$ cat src/rtl/mac_table.sv
// MAC forwarding table: parallel match/insert on update,
// sequential one-entry-per-cycle scan on lookup.
module mac_table #(
  parameter int P_OUTPORT_WIDTH = 4,
  parameter int P_TABLE_DEPTH   = 16,
  parameter int P_CNT_WIDTH     = $clog2(P_TABLE_DEPTH) + 1
) (
  input  logic                       i_clk,
  input  logic                       i_rst_n,
  input  logic [47:0]                i_update_dest_mac,
  input  logic [P_OUTPORT_WIDTH-1:0] i_update_outport,
  input  logic                       i_update_flag,
  input  logic                       i_update_valid,
  input  logic                       i_clear,
  output logic                       o_update_drop,
  input  logic [47:0]                i_lookup_mac,
  input  logic                       i_lookup_valid,
  output logic                       o_lookup_ready,
  output logic [P_OUTPORT_WIDTH-1:0] o_result_outport,
  output logic                       o_result_flag,
  output logic                       o_result_hit,
  output logic                       o_result_valid,
  output logic [P_CNT_WIDTH-1:0]     o_entry_count
);

  localparam int D  = P_TABLE_DEPTH;
  localparam int IW = $clog2(P_TABLE_DEPTH);
  localparam int OW = P_OUTPORT_WIDTH;
  localparam logic [P_CNT_WIDTH-1:0] CNT_MAX = P_CNT_WIDTH'(D);

  typedef enum logic [1:0] {
    S_IDLE,
    S_SCAN,
    S_RESP
  } state_t;

  logic [D-1:0]   vld_q, vld_d;
  logic [47:0]    mac_q  [D];
  logic [47:0]    mac_d  [D];
  logic [OW-1:0]  port_q [D];
  logic [OW-1:0]  port_d [D];
  logic [D-1:0]   flag_q, flag_d;

  logic [P_CNT_WIDTH-1:0] cnt_q, cnt_d;
  logic                   drop_q, drop_d;

  state_t         state_q, state_d;
  logic [IW-1:0]  idx_q, idx_d;
  logic [47:0]    key_q, key_d;
  logic           hit_q, hit_d;
  logic [OW-1:0]  rport_q, rport_d;
  logic           rflag_q, rflag_d;

  logic           m_any, f_any, upd_ok;
  logic [IW-1:0]  m_idx, f_idx;
  logic           scan_hit;

  // Parallel search: existing MAC match and lowest free slot
  always_comb begin
    m_any = 1'b0;
    m_idx = '0;
    f_any = 1'b0;
    f_idx = '0;
    for (int i = D - 1; i >= 0; i--) begin
      if (!vld_q[i]) begin
        f_any = 1'b1;
        f_idx = IW'(i);
      end
    end
    for (int i = 0; i < D; i++) begin
      if (vld_q[i] && mac_q[i] == i_update_dest_mac) begin
        m_any = 1'b1;
        m_idx = IW'(i);
      end
    end
  end

  // Table write, clear, entry count and drop pulse
  always_comb begin
    vld_d  = vld_q;
    mac_d  = mac_q;
    port_d = port_q;
    flag_d = flag_q;
    cnt_d  = cnt_q;
    drop_d = 1'b0;
    upd_ok = i_update_valid && (i_update_dest_mac != 48'h0);
    if (i_clear) begin
      vld_d = '0;
      cnt_d = '0;
    end else if (upd_ok) begin
      if (m_any) begin
        port_d[m_idx] = i_update_outport;
        flag_d[m_idx] = i_update_flag;
      end else if (f_any) begin
        vld_d[f_idx]  = 1'b1;
        mac_d[f_idx]  = i_update_dest_mac;
        port_d[f_idx] = i_update_outport;
        flag_d[f_idx] = i_update_flag;
        if (cnt_q != CNT_MAX) cnt_d = cnt_q + 1'b1;
      end else begin
        drop_d = 1'b1;
      end
    end
  end

  // Table storage registers
  always_ff @(posedge i_clk or negedge i_rst_n) begin
    if (!i_rst_n) begin
      vld_q  <= '0;
      flag_q <= '0;
      cnt_q  <= '0;
      drop_q <= 1'b0;
      for (int i = 0; i < D; i++) begin
        mac_q[i]  <= '0;
        port_q[i] <= '0;
      end
    end else begin
      vld_q  <= vld_d;
      flag_q <= flag_d;
      cnt_q  <= cnt_d;
      drop_q <= drop_d;
      for (int i = 0; i < D; i++) begin
        mac_q[i]  <= mac_d[i];
        port_q[i] <= port_d[i];
      end
    end
  end

  // Key 0 can never match; entry contents are live during the scan
  assign scan_hit = (key_q != 48'h0) && vld_q[idx_q] &&
                    (mac_q[idx_q] == key_q);

  // Lookup FSM next state and result loading
  always_comb begin
    state_d = state_q;
    idx_d   = idx_q;
    key_d   = key_q;
    hit_d   = hit_q;
    rport_d = rport_q;
    rflag_d = rflag_q;
    unique case (state_q)
      S_IDLE: begin
        if (i_lookup_valid) begin
          key_d   = i_lookup_mac;
          idx_d   = '0;
          state_d = S_SCAN;
        end
      end
      S_SCAN: begin
        if (scan_hit) begin
          hit_d   = 1'b1;
          rport_d = port_q[idx_q];
          rflag_d = flag_q[idx_q];
          state_d = S_RESP;
        end else if (idx_q == IW'(D - 1)) begin
          hit_d   = 1'b0;
          rport_d = '0;
          rflag_d = 1'b0;
          state_d = S_RESP;
        end else begin
          idx_d = idx_q + 1'b1;
        end
      end
      S_RESP: state_d = S_IDLE;
      default: state_d = S_IDLE;
    endcase
  end

  // Lookup FSM registers
  always_ff @(posedge i_clk or negedge i_rst_n) begin
    if (!i_rst_n) begin
      state_q <= S_IDLE;
      idx_q   <= '0;
      key_q   <= '0;
      hit_q   <= 1'b0;
      rport_q <= '0;
      rflag_q <= 1'b0;
    end else begin
      state_q <= state_d;
      idx_q   <= idx_d;
      key_q   <= key_d;
      hit_q   <= hit_d;
      rport_q <= rport_d;
      rflag_q <= rflag_d;
    end
  end

  assign o_update_drop    = drop_q;
  assign o_entry_count    = cnt_q;
  assign o_lookup_ready   = (state_q == S_IDLE);
  assign o_result_valid   = (state_q == S_RESP);
  assign o_result_hit     = hit_q;
  assign o_result_outport = rport_q;
  assign o_result_flag    = rflag_q;

endmodule

$ cat config.mk
export PLATFORM = sky130hd
export DESIGN_NAME = mac_table
export DESIGN_NICKNAME = d
export VERILOG_FILES = /design/src/rtl/mac_table.sv
export SDC_FILE = /design/constraint.sdc
export NUM_CORES = 2
export LEC_CHECK = 0
export ABC_AREA = 1
export CAP_MARGIN = 20
export CORE_ASPECT_RATIO = 1.4
export CORE_MARGIN = 4
export CORE_UTILIZATION = 40
export CTS_CLUSTER_DIAMETER = 60
export CTS_CLUSTER_SIZE = 16
export DETAILED_ROUTE_END_ITERATION = 16
export GPL_ROUTABILITY_DRIVEN = 1
export PLACE_DENSITY_LB_ADDON = 0.25
export SYNTH_ARGS = -nofsm -noshare
export SYNTH_HDL_FRONTEND = slang
export SYNTH_SLANG_ARGS = --single-unit
$ cat constraint.sdc
create_clock -name i_clk -period 7.17 [get_ports i_clk]
set_input_delay 0.717 -clock i_clk [delete_from_list [all_inputs] [get_ports i_clk]]
set_output_delay 0.717 -clock i_clk [all_outputs]
set_load 0.02 [all_outputs]
==> results.md <==
* Number of top-level design ports at 120
* Insertion delay to the later sink of the worst-skew pair at 0.75 ns
* Number of warnings printed during yosys synthesis at 0
* Comb pwr share at 41.7%
* Capturing element of the worst setup path: flag_q[12]
* Final worst path period share at 80.5%
* Number of buffers created by CTS at 92
* Number of setup violations in the final report at 0
* Proportion of power drawn by flip-flops and latches at a little under a third
* Worst min path class: input pin to async pin
* Async SR Flop Fraction at 100%
* Layer with the highest usage: met2
* Overflow left after global routing at 0
* Gr usage total at 45.5%
* Clock tree skew after final layout at 0.0446 ns
* Clock network power share at 26.7%
* Wire length of the first global-routing pass at 436000 um
* Maximum root-to-sink buffer count at 3
* Met1 usage in global routing at 52.6%
* Actual slew at the worst max-slew pin at 1.30 ns
* GP Congestion at 1.07
* Total design power at about 20 mW
* Worst-case reg-to-reg path depth at 17
* Number of distinct standard cells referenced by the synthesized netlist at 55
* Power Internal at a little over 10 mW
* Synthesis-stage register bit count at 930
* # DRC at 0
* Routed vias at 57074
* Worst setup path startpoint: i_update_dest_mac[34]
* Placeable core area at 0.131 mm2
* Number of nets in the layout at 7062
* Final Routed Wirelength at 320000 um
* Met2 usage in global routing at 65.7%
* Total half-perimeter wirelength after legalization and detailed placement at around 220000 um
* Mapped Avg Cell Area at between 7 and 8 um2
* Sum of negative setup slack at 0 ns
* Tmin final at 5.77 ns
* Register area share after synthesis at 44.1%
* Minimum setup slack among reg-to-reg paths at 1.70 ns
* Worst r2r src: idx_q[0]
* Type of the worst setup path: input pin to flop
* H-tree depth at 3
* Data required time of the worst path at between 7 and 8 ns
* Endpoint of the lowest-slack register-to-register path: idx_q[2]
* Detailed Routing Iterations Pass 1 at 7
* P&R area growth vs syn at 11.5%
* Largest voltage drop on the vdd net at between 200 and 250 uV
* Outcome: complete, no violations
* Fraction of final layout cells with drive strength greater than 1 at 7.18%
* Post-Syn Nets at 7186
* Finished Core Util at 45.0%
* Placed cell areas at 0.0556 mm2
* # port buffers at 119
* Number of vias per cell at between 6 and 7
* Global-route met3 utilization at 13.7%
* Die ar. at 0.138 mm2
* Number of antenna violations at the first check in global routing at 42
* Clock-pin slew of the registers on the worst-case setup and hold paths at about 0.07 ns
* Category of the worst setup path launch point: input pin
* Resize count post-CTS at 0
* Cts hold-fix bufs at 0
* Post-CTS setup repair buffer count at 0
* Normalized max-slew margin at 12.3%
* Clock tree from TritonCTS: built
* Remaining number of nets flagged by the antenna check after routing at 0
* Setup repair after global routing missed its margin: false
* Number of placement rows at 157
* Die boundary width at 315 um
* Most common flop cell mapped by yosys: sky130_fd_sc_hd__dfrtp_1
* Number of pins exceeding their max-slew limit in the final report at 0
* Netlist area before placement at 0.0528 mm2
* Proportion of total power due to net switching at 48.1%
* Element type at the critical path end: flop
* Library cell used as clock root buffer: sky130_fd_sc_hd__clkbuf_16
* Number of failing hold endpoints at the final stage at 0
* Post-route cell area at 0.0589 mm2
* Vertical extent of the die at 438 um
* Initial standard-cell utilization of the core at 40.3%
* Synthesized netlist cell count at 7077
* Main area contributors after synthesis: sky130_fd_sc_hd__dfrtp_1 (44%), sky130_fd_sc_hd__nand2_1 (13%), sky130_fd_sc_hd__o21ai_0 (9.0%)
* Count of filler cells inserted in the layout at 13443
* Top cell type by total area after synthesis: sky130_fd_sc_hd__dfrtp_1
* Largest net degree at the start of global routing at 167
* Highest clock rate at ~0.17 GHz
* Count of clock tree sinks at 930
* Leakage power summed over all cells at 25.2 nW
* Maximum fanout along the worst path at 20
* Number of DRC markers after the initial detailed-route iteration at 9331
* Switching pwr at between 9 and 10 mW
* Number of max-capacitance violations reported at 0
* Power density over the cells at 340 mW/mm2
* Critical path data arrival time at roughly 6.4 ns
* Vias in the first global route at 52699
* Yosys top cell area share at 44.1%
* Number of flops mapped to enable cells by yosys at 0
* Wire length per cell after detailed routing at 36.3 um
## metal layers
layer | vias up | routed length, um
met5 | - | 147
met4 | 22 | 40100
met3 | 1502 | 36700
met2 | 4400 | 134000
met1 | 27545 | 109000
li1 | 23605 | -
## power by group through the flow
stage	Sequential [mW]	Combinational [mW]	Clock, mW
finish	6.33	8.34	5.34
global placement	6.40	7.58	0
floorplan	6.07	3.83	0
global route	6.36	8.42	5.54
CTS	6.31	7.64	5.35
detailed placement	6.40	7.62	0
## layout by cell type, fill, tap and decap left out, drive strengths merged, types with 34 or more instances in the layout
cell type and instances:
xnor2 94, clkbuf 109, a21oi 348, inv 558, nor2 447, o22ai 284
a221oi 81, xor2 98, nand3 239, buf 222, nand4 74, o211ai 34
nor4 52, dfrtp 930, o2111ai 63, o21ai 1272, clkdlybuf4s50 116, nand2 1816
## logic make-up (layout without fill, tap and decap cells)
kind of cell | after synthesis | after routing | share of synthesized area [%]
AND/OR/NAND/NOR | 2686 | 2686 | 20.8
buffers and inverters | 1097 | 1042 | 8.78
multiplexers | 22 | 22 | 0.469
XOR/XNOR | 192 | 192 | 3.18
flip-flops | 930 | 930 | 44.1
AO/OA/AOI/OAI | 2147 | 2147 | 22.7
other | 0 | 26 | 0
adder cells (fa/ha/maj) | 3 | 3 | 0.0711
## synth_stat cells, types with 2 or more instances
| cell | number |
|---|---|
| sky130_fd_sc_hd__a31oi_1 | 2 |
| sky130_fd_sc_hd__or2_1 | 2 |
| sky130_fd_sc_hd__buf_4 | 40 |
| sky130_fd_sc_hd__inv_1 | 502 |
| sky130_fd_sc_hd__dfrtp_1 | 930 |
| sky130_fd_sc_hd__nand2_2 | 2 |
| sky130_fd_sc_hd__a21oi_2 | 8 |
| sky130_fd_sc_hd__xnor2_1 | 94 |
| sky130_fd_sc_hd__o221a_2 | 4 |
| sky130_fd_sc_hd__mux2_1 | 4 |
| sky130_fd_sc_hd__o22ai_1 | 284 |
| sky130_fd_sc_hd__nand2_1 | 1814 |
| sky130_fd_sc_hd__nand4_1 | 74 |
| sky130_fd_sc_hd__a21oi_1 | 340 |
| sky130_fd_sc_hd__ha_1 | 3 |
| sky130_fd_sc_hd__nand3_4 | 10 |
| sky130_fd_sc_hd__o21ai_1 | 325 |
| sky130_fd_sc_hd__o31ai_1 | 5 |
| sky130_fd_sc_hd__nor2_2 | 3 |
| sky130_fd_sc_hd__nor4_1 | 52 |
| sky130_fd_sc_hd__nor3_1 | 27 |
| sky130_fd_sc_hd__nor2_1 | 443 |
| sky130_fd_sc_hd__buf_6 | 15 |
| sky130_fd_sc_hd__a32o_1 | 6 |
| sky130_fd_sc_hd__clkbuf_2 | 3 |
| sky130_fd_sc_hd__xor2_1 | 98 |
| sky130_fd_sc_hd__clkbuf_1 | 294 |
| sky130_fd_sc_hd__o221ai_1 | 7 |
| sky130_fd_sc_hd__o311ai_0 | 2 |
| sky130_fd_sc_hd__a221oi_1 | 81 |
| sky130_fd_sc_hd__or2_2 | 25 |
| sky130_fd_sc_hd__a211oi_1 | 19 |
| sky130_fd_sc_hd__nand3_2 | 3 |
| sky130_fd_sc_hd__o21ai_0 | 947 |
| sky130_fd_sc_hd__inv_2 | 35 |
| sky130_fd_sc_hd__a22o_1 | 15 |
| sky130_fd_sc_hd__mux2_2 | 18 |
| sky130_fd_sc_hd__o211ai_1 | 34 |
| sky130_fd_sc_hd__buf_1 | 18 |
| sky130_fd_sc_hd__nand3_1 | 226 |
| sky130_fd_sc_hd__o2111ai_1 | 63 |
| sky130_fd_sc_hd__buf_2 | 187 |
## worst min path at each step
stage          startpoint    endpoint  slack [ns]
2_1_floorplan     i_rst_n   flag_q[0]        0.42
3_3_place_gp   flag_q[13]  flag_q[13]        0.45
3_5_place_dp   flag_q[13]  flag_q[13]        0.45
4_1_cts           i_rst_n  port_q[39]        0.03
5_1_grt           i_rst_n  port_q[29]        0.09
6_report          i_rst_n  port_q[29]        0.04
## registers in the layout, indices dropped and copies added, names as in the netlist
name,cells
o_update_drop,1
vld_q,16
state_q,2
key_q,48
idx_q,4
o_result_hit,1
mac_q,768
o_result_flag,1
port_q,64
flag_q,16
o_entry_count,5
o_result_outport,4
## worst max-delay path, stage by stage
cell,delay (ns)
sky130_fd_sc_hd__clkdlybuf4s50_1,1.00
sky130_fd_sc_hd__inv_1,0.19
sky130_fd_sc_hd__buf_4,0.28
sky130_fd_sc_hd__nand2_1,0.08
sky130_fd_sc_hd__o21ai_0,0.07
sky130_fd_sc_hd__nor4_1,0.97
sky130_fd_sc_hd__nand4_1,0.21
sky130_fd_sc_hd__nor2_1,0.27
sky130_fd_sc_hd__nand2_1,0.25
sky130_fd_sc_hd__nand2_1,0.21
sky130_fd_sc_hd__nor2_1,0.06
sky130_fd_sc_hd__nand2_1,0.11
sky130_fd_sc_hd__nor2_4,0.06
sky130_fd_sc_hd__buf_4,0.23
sky130_fd_sc_hd__nand2_1,0.14
sky130_fd_sc_hd__nand2_2,0.27
sky130_fd_sc_hd__a21oi_1,0.75
sky130_fd_sc_hd__nand2_1,0.28
sky130_fd_sc_hd__nand2_1,0.11
sky130_fd_sc_hd__nand2_1,0.05
## stage by stage
step	setup slack, ns	hold slack (ns)	cells
6_report	1.40	0.0409	8797
5_1_grt	1.47	0.0899	8773
4_1_cts	1.75	0.0329	8765
3_5_place_dp	1.02	0.453	8602
3_3_place_gp	0.957	0.450	8598
2_1_floorplan	4.16	0.421	7077
## final cells by class
class,count,area (um2),share of cell area [%]
Antenna cell,26,65.1,0.110
Clock buffer,107,2450,4.16
Timing Repair Buffer,340,3200,5.44
Inverter,539,2040,3.46
Sequential cell,930,23300,39.5
Multi-Input combinational cell,5050,25000,42.4
Clock inverter,56,694,1.18
Tap cell,1749,2190,3.71
Power figures use the tool's default switching activity.
